[config.mk]
export PLATFORM = sky130hd
export DESIGN_NAME = mdu_ctrl
export DESIGN_NICKNAME = d
export VERILOG_FILES = /design/src/rtl/mdu_ctrl_pkg.sv /design/src/rtl/mdu_ctrl.sv
export SDC_FILE = /design/constraint.sdc
export NUM_CORES = 1
export LEC_CHECK = 0
export CORE_MARGIN = 5
export CORE_UTILIZATION = 41
export DETAILED_ROUTE_END_ITERATION = 10
export PLACE_DENSITY = 0.73
export RECOVER_POWER = 25
export SYNTH_ARGS = -nofsm -noshare
export SYNTH_HDL_FRONTEND = slang
export SYNTH_SLANG_ARGS = --single-unit
[constraint.sdc]
create_clock -name clk -period 3.8 [get_ports clk]
set_clock_uncertainty 0.15 [all_clocks]
set_input_delay 0.57 -clock clk [delete_from_list [all_inputs] [get_ports clk]]
set_output_delay 0.57 -clock clk [all_outputs]
set_load 0.05 [all_outputs]
[src/rtl/mdu_ctrl_pkg.sv]
// Shared definitions for the multiply/divide unit controller:
// opcode layout, FSM state encoding and opcode decode helpers.
package mdu_ctrl_pkg;

  localparam int unsigned MDOP_W     = 4;
  localparam int unsigned MDOP_MULT  = 0;
  localparam int unsigned MDOP_MULTU = 1;
  localparam int unsigned MDOP_DIV   = 2;
  localparam int unsigned MDOP_DIVU  = 3;

  typedef enum logic [2:0] {
    ST_IDLE = 3'd0,
    ST_MUL1 = 3'd1,
    ST_MUL2 = 3'd2,
    ST_DIV  = 3'd3,
    ST_DONE = 3'd4
  } mdu_state_e;

  function automatic logic op_is_mul(input logic [MDOP_W-1:0] op);
    return op[MDOP_MULT] | op[MDOP_MULTU];
  endfunction

  // Multiply bits win if a malformed opcode sets both kinds.
  function automatic logic op_is_div(input logic [MDOP_W-1:0] op);
    return (op[MDOP_DIV] | op[MDOP_DIVU]) & ~op_is_mul(op);
  endfunction

endpackage

[src/rtl/mdu_ctrl.sv]
// MDU sequencing controller: steers the 2-stage multiplier and the iterative
// divider, raises EX stalls and commits results to HI/LO.
module mdu_ctrl
  import mdu_ctrl_pkg::*;
#(
  parameter int unsigned DIV_CYCLES = 32
) (
  input  logic              clk,
  input  logic              rst_n,
  input  logic              ex_valid_i,
  input  logic [MDOP_W-1:0] ex_mduop_i,
  input  logic              ex_rdhilo_i,
  input  logic              stall_i,
  input  logic              flush_i,
  output logic              mdus1_en_o,
  output logic              div_start_o,
  output logic              div_step_o,
  output logic              div_cancel_o,
  output logic [5:0]        div_cnt_o,
  output logic              hilo_we_o,
  output logic              stall_req_o,
  output logic              busy_o
);

  localparam logic [5:0] CNT_LAST = 6'(DIV_CYCLES - 1);

  mdu_state_e state_q, state_d;
  logic [5:0] cnt_q, cnt_d;

  logic op_nz_s, accept_s, acc_mul_s, acc_div_s, hold_hilo_s;
  logic mdus1_en_s, div_start_s, div_step_s, div_cancel_s, hilo_we_s, stall_req_s;

  // Next-state, iteration counter and strobe generation.
  always_comb begin
    state_d      = state_q;
    cnt_d        = cnt_q;
    mdus1_en_s   = 1'b0;
    div_start_s  = 1'b0;
    div_step_s   = 1'b0;
    div_cancel_s = 1'b0;
    hilo_we_s    = 1'b0;

    op_nz_s   = ex_mduop_i != {MDOP_W{1'b0}};
    accept_s  = ex_valid_i & op_nz_s & ~stall_i & ~flush_i &
                ((state_q == ST_IDLE) | (state_q == ST_MUL2));
    acc_mul_s = accept_s & op_is_mul(ex_mduop_i);
    acc_div_s = accept_s & op_is_div(ex_mduop_i);

    case (state_q)
      ST_IDLE: begin
        state_d = ST_IDLE;
      end
      ST_MUL1: begin
        if (flush_i) begin
          state_d = ST_IDLE;
        end else if (!stall_i) begin
          state_d = ST_MUL2;
        end else begin
          state_d = ST_MUL1;
        end
      end
      ST_MUL2: begin
        if (flush_i) begin
          state_d = ST_IDLE;
        end else begin
          hilo_we_s = 1'b1;
          state_d   = ST_IDLE;
        end
      end
      ST_DIV: begin
        if (flush_i) begin
          div_cancel_s = 1'b1;
          cnt_d        = 6'd0;
          state_d      = ST_IDLE;
        end else begin
          div_step_s = 1'b1;
          if (cnt_q == CNT_LAST) begin
            state_d = ST_DONE;
          end else begin
            cnt_d = cnt_q + 6'd1;
          end
        end
      end
      ST_DONE: begin
        if (flush_i) begin
          div_cancel_s = 1'b1;
          cnt_d        = 6'd0;
          state_d      = ST_IDLE;
        end else if (!stall_i) begin
          hilo_we_s = 1'b1;
          cnt_d     = 6'd0;
          state_d   = ST_IDLE;
        end else begin
          state_d = ST_DONE;
        end
      end
      default: begin
        cnt_d   = 6'd0;
        state_d = ST_IDLE;
      end
    endcase

    // A new operation overrides the IDLE/MUL2 fall-through chosen above.
    if (acc_mul_s) begin
      mdus1_en_s = 1'b1;
      state_d    = ST_MUL1;
    end else if (acc_div_s) begin
      div_start_s = 1'b1;
      cnt_d       = 6'd0;
      state_d     = ST_DIV;
    end else begin
      mdus1_en_s = 1'b0;
    end

    hold_hilo_s = (state_q == ST_MUL1) | (state_q == ST_DIV) | (state_q == ST_DONE);
    stall_req_s = acc_div_s | (state_q == ST_DIV) | (state_q == ST_DONE) |
                  (ex_valid_i & (ex_rdhilo_i | op_nz_s) & hold_hilo_s);
  end

  // State and iteration counter registers.
  always_ff @(posedge clk or negedge rst_n) begin
    if (!rst_n) begin
      state_q <= ST_IDLE;
      cnt_q   <= 6'd0;
    end else begin
      state_q <= state_d;
      cnt_q   <= cnt_d;
    end
  end

  // Outputs are forced low for the whole reset window, not just after the edge.
  assign mdus1_en_o   = mdus1_en_s   & rst_n;
  assign div_start_o  = div_start_s  & rst_n;
  assign div_step_o   = div_step_s   & rst_n;
  assign div_cancel_o = div_cancel_s & rst_n;
  assign hilo_we_o    = hilo_we_s    & rst_n;
  assign stall_req_o  = stall_req_s  & rst_n;
  assign busy_o       = (state_q != ST_IDLE) & rst_n;
  assign div_cnt_o    = cnt_q & {6{rst_n}};

endmodule
==> out/results.txt <==
Synth area leader -> dfrtp_1
Die Height -> 51.5 um
Clk network pwr share -> 0.341
Fmax -> 0.296 GHz
Initial antenna violation count -> 0
Most common flop cell mapped by yosys -> dfrtp_1
Die width -> 51.5 um
DP HPWL -> 1.31 mm
Grt total ovfl -> 0
Largest net degree at the start of global routing -> 16
Io pins -> 23
Drt first pass iters -> 4
Clk Latency, worst-skew pair -> 0.27 ns
Drt total wl -> 1.63 mm
Psw -> 0.0000617 W
Sequential share of the synthesized area -> 0.319
Crit-path max FO -> 2
First-pass GRT wire length -> 2.93 mm
Core area -> 1690 um^2
H-tree Lvls -> 1
Clock Sinks -> 9
CP Data Required Time -> 3.08 ns
Via count -> 723
ANT nets after route -> 0
P_int -> 0.000158 W
Startpoint types -> input pin
Area post-placement -> 926 um^2
# fillers -> 163
DR DRC count -> 0
Clock root buffer -> clkbuf_4
Final Wtd Congestion -> 0.845
FF+latch area -> 225 um^2
Power per Cell Area -> 231 nW/um^2
Post-synthesis simple-gate area fraction -> 0.385
Maximum VDD drop -> 0.189 mV
Drt initial violations -> 14
Critical path's top delay family -> buffers and inverters
Async SR Flop Fraction -> 1.00
# diodes -> 0
CP arrival -> 2.66 ns
Post_cts resized -> 0
Final Hold Vio Count -> 0
CTS Buf Count -> 3
Rel. slew slack -> 0.603
Cell count after synthesis -> 90
Minimum clock period -> 3.38 ns
Final #Nets -> 125
Xor/xnor share of the synthesized area -> 0
Final setup vio count -> 0
Post-synth EDFFs -> 0
Seq cells post-synth -> 9
RSZ-0062 raised after global routing -> no
CTS tree -> yes
DIE AREA -> 2650 um^2
Hold Buf Count CTS -> 0
Post-synth top area share -> 0.319
Buffers on Ports -> 22
Vias/cell -> 5.56
Final Max Slew Viols -> 0
Post-synthesis mux area share -> 0.0142
Synthesized net count -> 101
Static Leak -> 0.380 nW
Final period utilization -> 0.888
Crit-path cells -> clkdlybuf4s50_1 > or4_1 > o21a_1 > o21ai_0 > a31oi_1 > clkdlybuf4s50_1
CTS Buffer Depth -> 2
Post-route cell area -> 948 um^2
Worst Tran Pin Value -> 0.596 ns
CP bufs+invs -> 2
Comb pwr share -> 0.187
Vias in the first global route -> 671
Largest family of logic cells by synthesized area -> simple AND/OR/NAND/NOR gates
Largest cells by area after synthesis -> dfrtp_1 32%, o21ai_0 7.1%, and2_1 6.2%
Reg power frac -> 0.472
Initial Util -> 0.418
Number of cell rows -> 15
Status -> complete, no violations
Crit end category -> output port
Largest stage delay, worst path -> 0.70 ns
Mapped Avg Cell Area -> 7.84 um^2
Post CTS Setup Buffer Count -> 0
Mapped Area -> 706 um^2
Drt wl/cell -> 12.5 um
Kind of critical path -> input pin to output port
CP max stage cell -> clkdlybuf4s50_1
Ys Warns -> 0
GRT Total Usage -> 0.147
Setup TNS -> 0 ns
Area of the multi-input gates -> 437 um^2
Synth unique cells -> 31
Clk pin slew, worst setup/hold paths -> 0.07 ns
Post-Synth Adder-Cell Area -> 0.0177
Top cell by count, worst path -> clkdlybuf4s50_1
Max Cap Viol -> 0
Hold Crit Class -> register to register
Synth Area in Compound Gates -> 0.202
Share of layout cells above drive strength 1 -> 0.0708
Switch share -> 0.281
Area grow syn2layout -> 34.4%
[registers in the layout (all words and copies together) (netlist names)]
name / flops
state_q: 3
cnt_q: 6
[routing by layer]
layer  GRT usage  up-vias  share of wire
met3      0.0554        2          0.067
met2       0.222       21           0.46
met5           0        -              0
li1            -      375              -
met1       0.191      325           0.46
met4      0.0480        0          0.010
[final timing paths]
check	cells past startpoint	slack, ns	start	endpoint
worst min-delay path	2	0.44	cnt_q[1]$_DFF_PN0_	cnt_q[1]$_DFF_PN0_
worst max register to register	5	1.95	cnt_q[0]$_DFF_PN0_	cnt_q[5]$_DFF_PN0_
worst max-delay path	6	0.42	ex_mduop_i[1]	stall_req_o
min in group asynchronous	2	0.69	rst_n	state_q[2]$_DFFE_PN0P_
max in group asynchronous	2	2.41	rst_n	state_q[0]$_DFFE_PN0P_
worst min register to register	2	0.44	cnt_q[1]$_DFF_PN0_	cnt_q[1]$_DFF_PN0_
[metrics by stage]
step / hold WS, ns / power, W / utilization / setup WS (ns) / std cells
after floorplan: 0.124 / 0.000126 / - / 0.856 / 90
after CTS: 0.439 / 0.000222 / 0.564 / 0.410 / 130
after global routing: 0.493 / 0.000230 / 0.561 / 0.279 / 130
final: 0.441 / 0.000219 / 0.561 / 0.425 / 130
after detailed placement: 0.432 / 0.000148 / 0.548 / 0.411 / 126
after global placement: 0.428 / 0.000147 / 0.548 / 0.441 / 126
[kinds of logic (layout without fill, tap and decap cells)]
logic type | Yosys count | after routing
and+or+nand+nor | 46 | 46
AOI/OAI and AO/OA | 25 | 25
DFF | 9 | 9
buffers and inverters | 8 | 31
adders and majority gates | 1 | 1
muxes | 1 | 1
[cell usage after synthesis (all sizes together), types with 2 or more instances]
cell type	instances
nor2	10
o21ai	10
dfrtp	9
a21oi	8
and2	7
nand2	5
nand3	5
buf	4
inv	4
and3	3
nor3	3
a31oi	2
nand4	2
nor2b	2
or4	2
[worst reg2reg max path, delay by kind of cell, from the launching register on]
kind / cells / cell delay (ns)
fa+ha+maj: 1 / 0.26
simple gates: 3 / 0.77
compound gates: 1 / 0.17
flops: 1 / 0.42
[layout make-up]
type / instances / share of cell area
inverters: 4 / 0.0158
flip-flops and latches: 9 / 0.237
multi-input cells: 73 / 0.460
repair buffers: 23 / 0.236
well taps: 17 / 0.0224
clock buffers: 4 / 0.0277
[power groups by stage]
stage / clock network (W) / registers, W / logic (W)
6_report: 0.0000747 / 0.000104 / 0.0000411
5_1_grt: 0.0000801 / 0.000104 / 0.0000458
4_1_cts: 0.0000759 / 0.000103 / 0.0000423
3_5_place_dp: 0 / 0.000105 / 0.0000423
3_3_place_gp: 0 / 0.000105 / 0.0000417
2_1_floorplan: 0 / 0.000103 / 0.0000226
[layout by cell type, fill, tap and decap left out]
| cell | synthesis | layout |
|---|---|---|
| nor3b_1 | 1 | 1 |
| mux2i_1 | 1 | 1 |
| clkbuf_1 | 0 | 2 |
| nand4_1 | 2 | 2 |
| a21oi_1 | 8 | 8 |
| and2b_2 | 1 | 1 |
| nor3_1 | 3 | 3 |
| clkdlybuf4s50_1 | 0 | 21 |
| or4_1 | 2 | 2 |
| nand4bb_4 | 1 | 1 |
| nor2b_1 | 2 | 2 |
| dlygate4sd3_1 | 0 | 1 |
| and2_1 | 7 | 7 |
| nand2_1 | 5 | 5 |
| nand3_1 | 5 | 5 |
| o21ai_0 | 10 | 10 |
| o211ai_1 | 1 | 1 |
| a31oi_1 | 2 | 2 |
| ha_1 | 1 | 1 |
| a31o_2 | 1 | 1 |
| o311ai_0 | 1 | 1 |
| o21a_1 | 1 | 1 |
| clkbuf_4 | 0 | 3 |
| dfrtp_1 | 9 | 9 |
| and3_1 | 3 | 3 |
| or2_2 | 1 | 1 |
| or3_2 | 1 | 1 |
| nor4_1 | 1 | 1 |
| a211oi_1 | 1 | 1 |
| nor2_1 | 10 | 10 |
| inv_1 | 4 | 4 |
| nor4b_1 | 1 | 1 |
No activity file was read; power rests on OpenSTA's default activity.
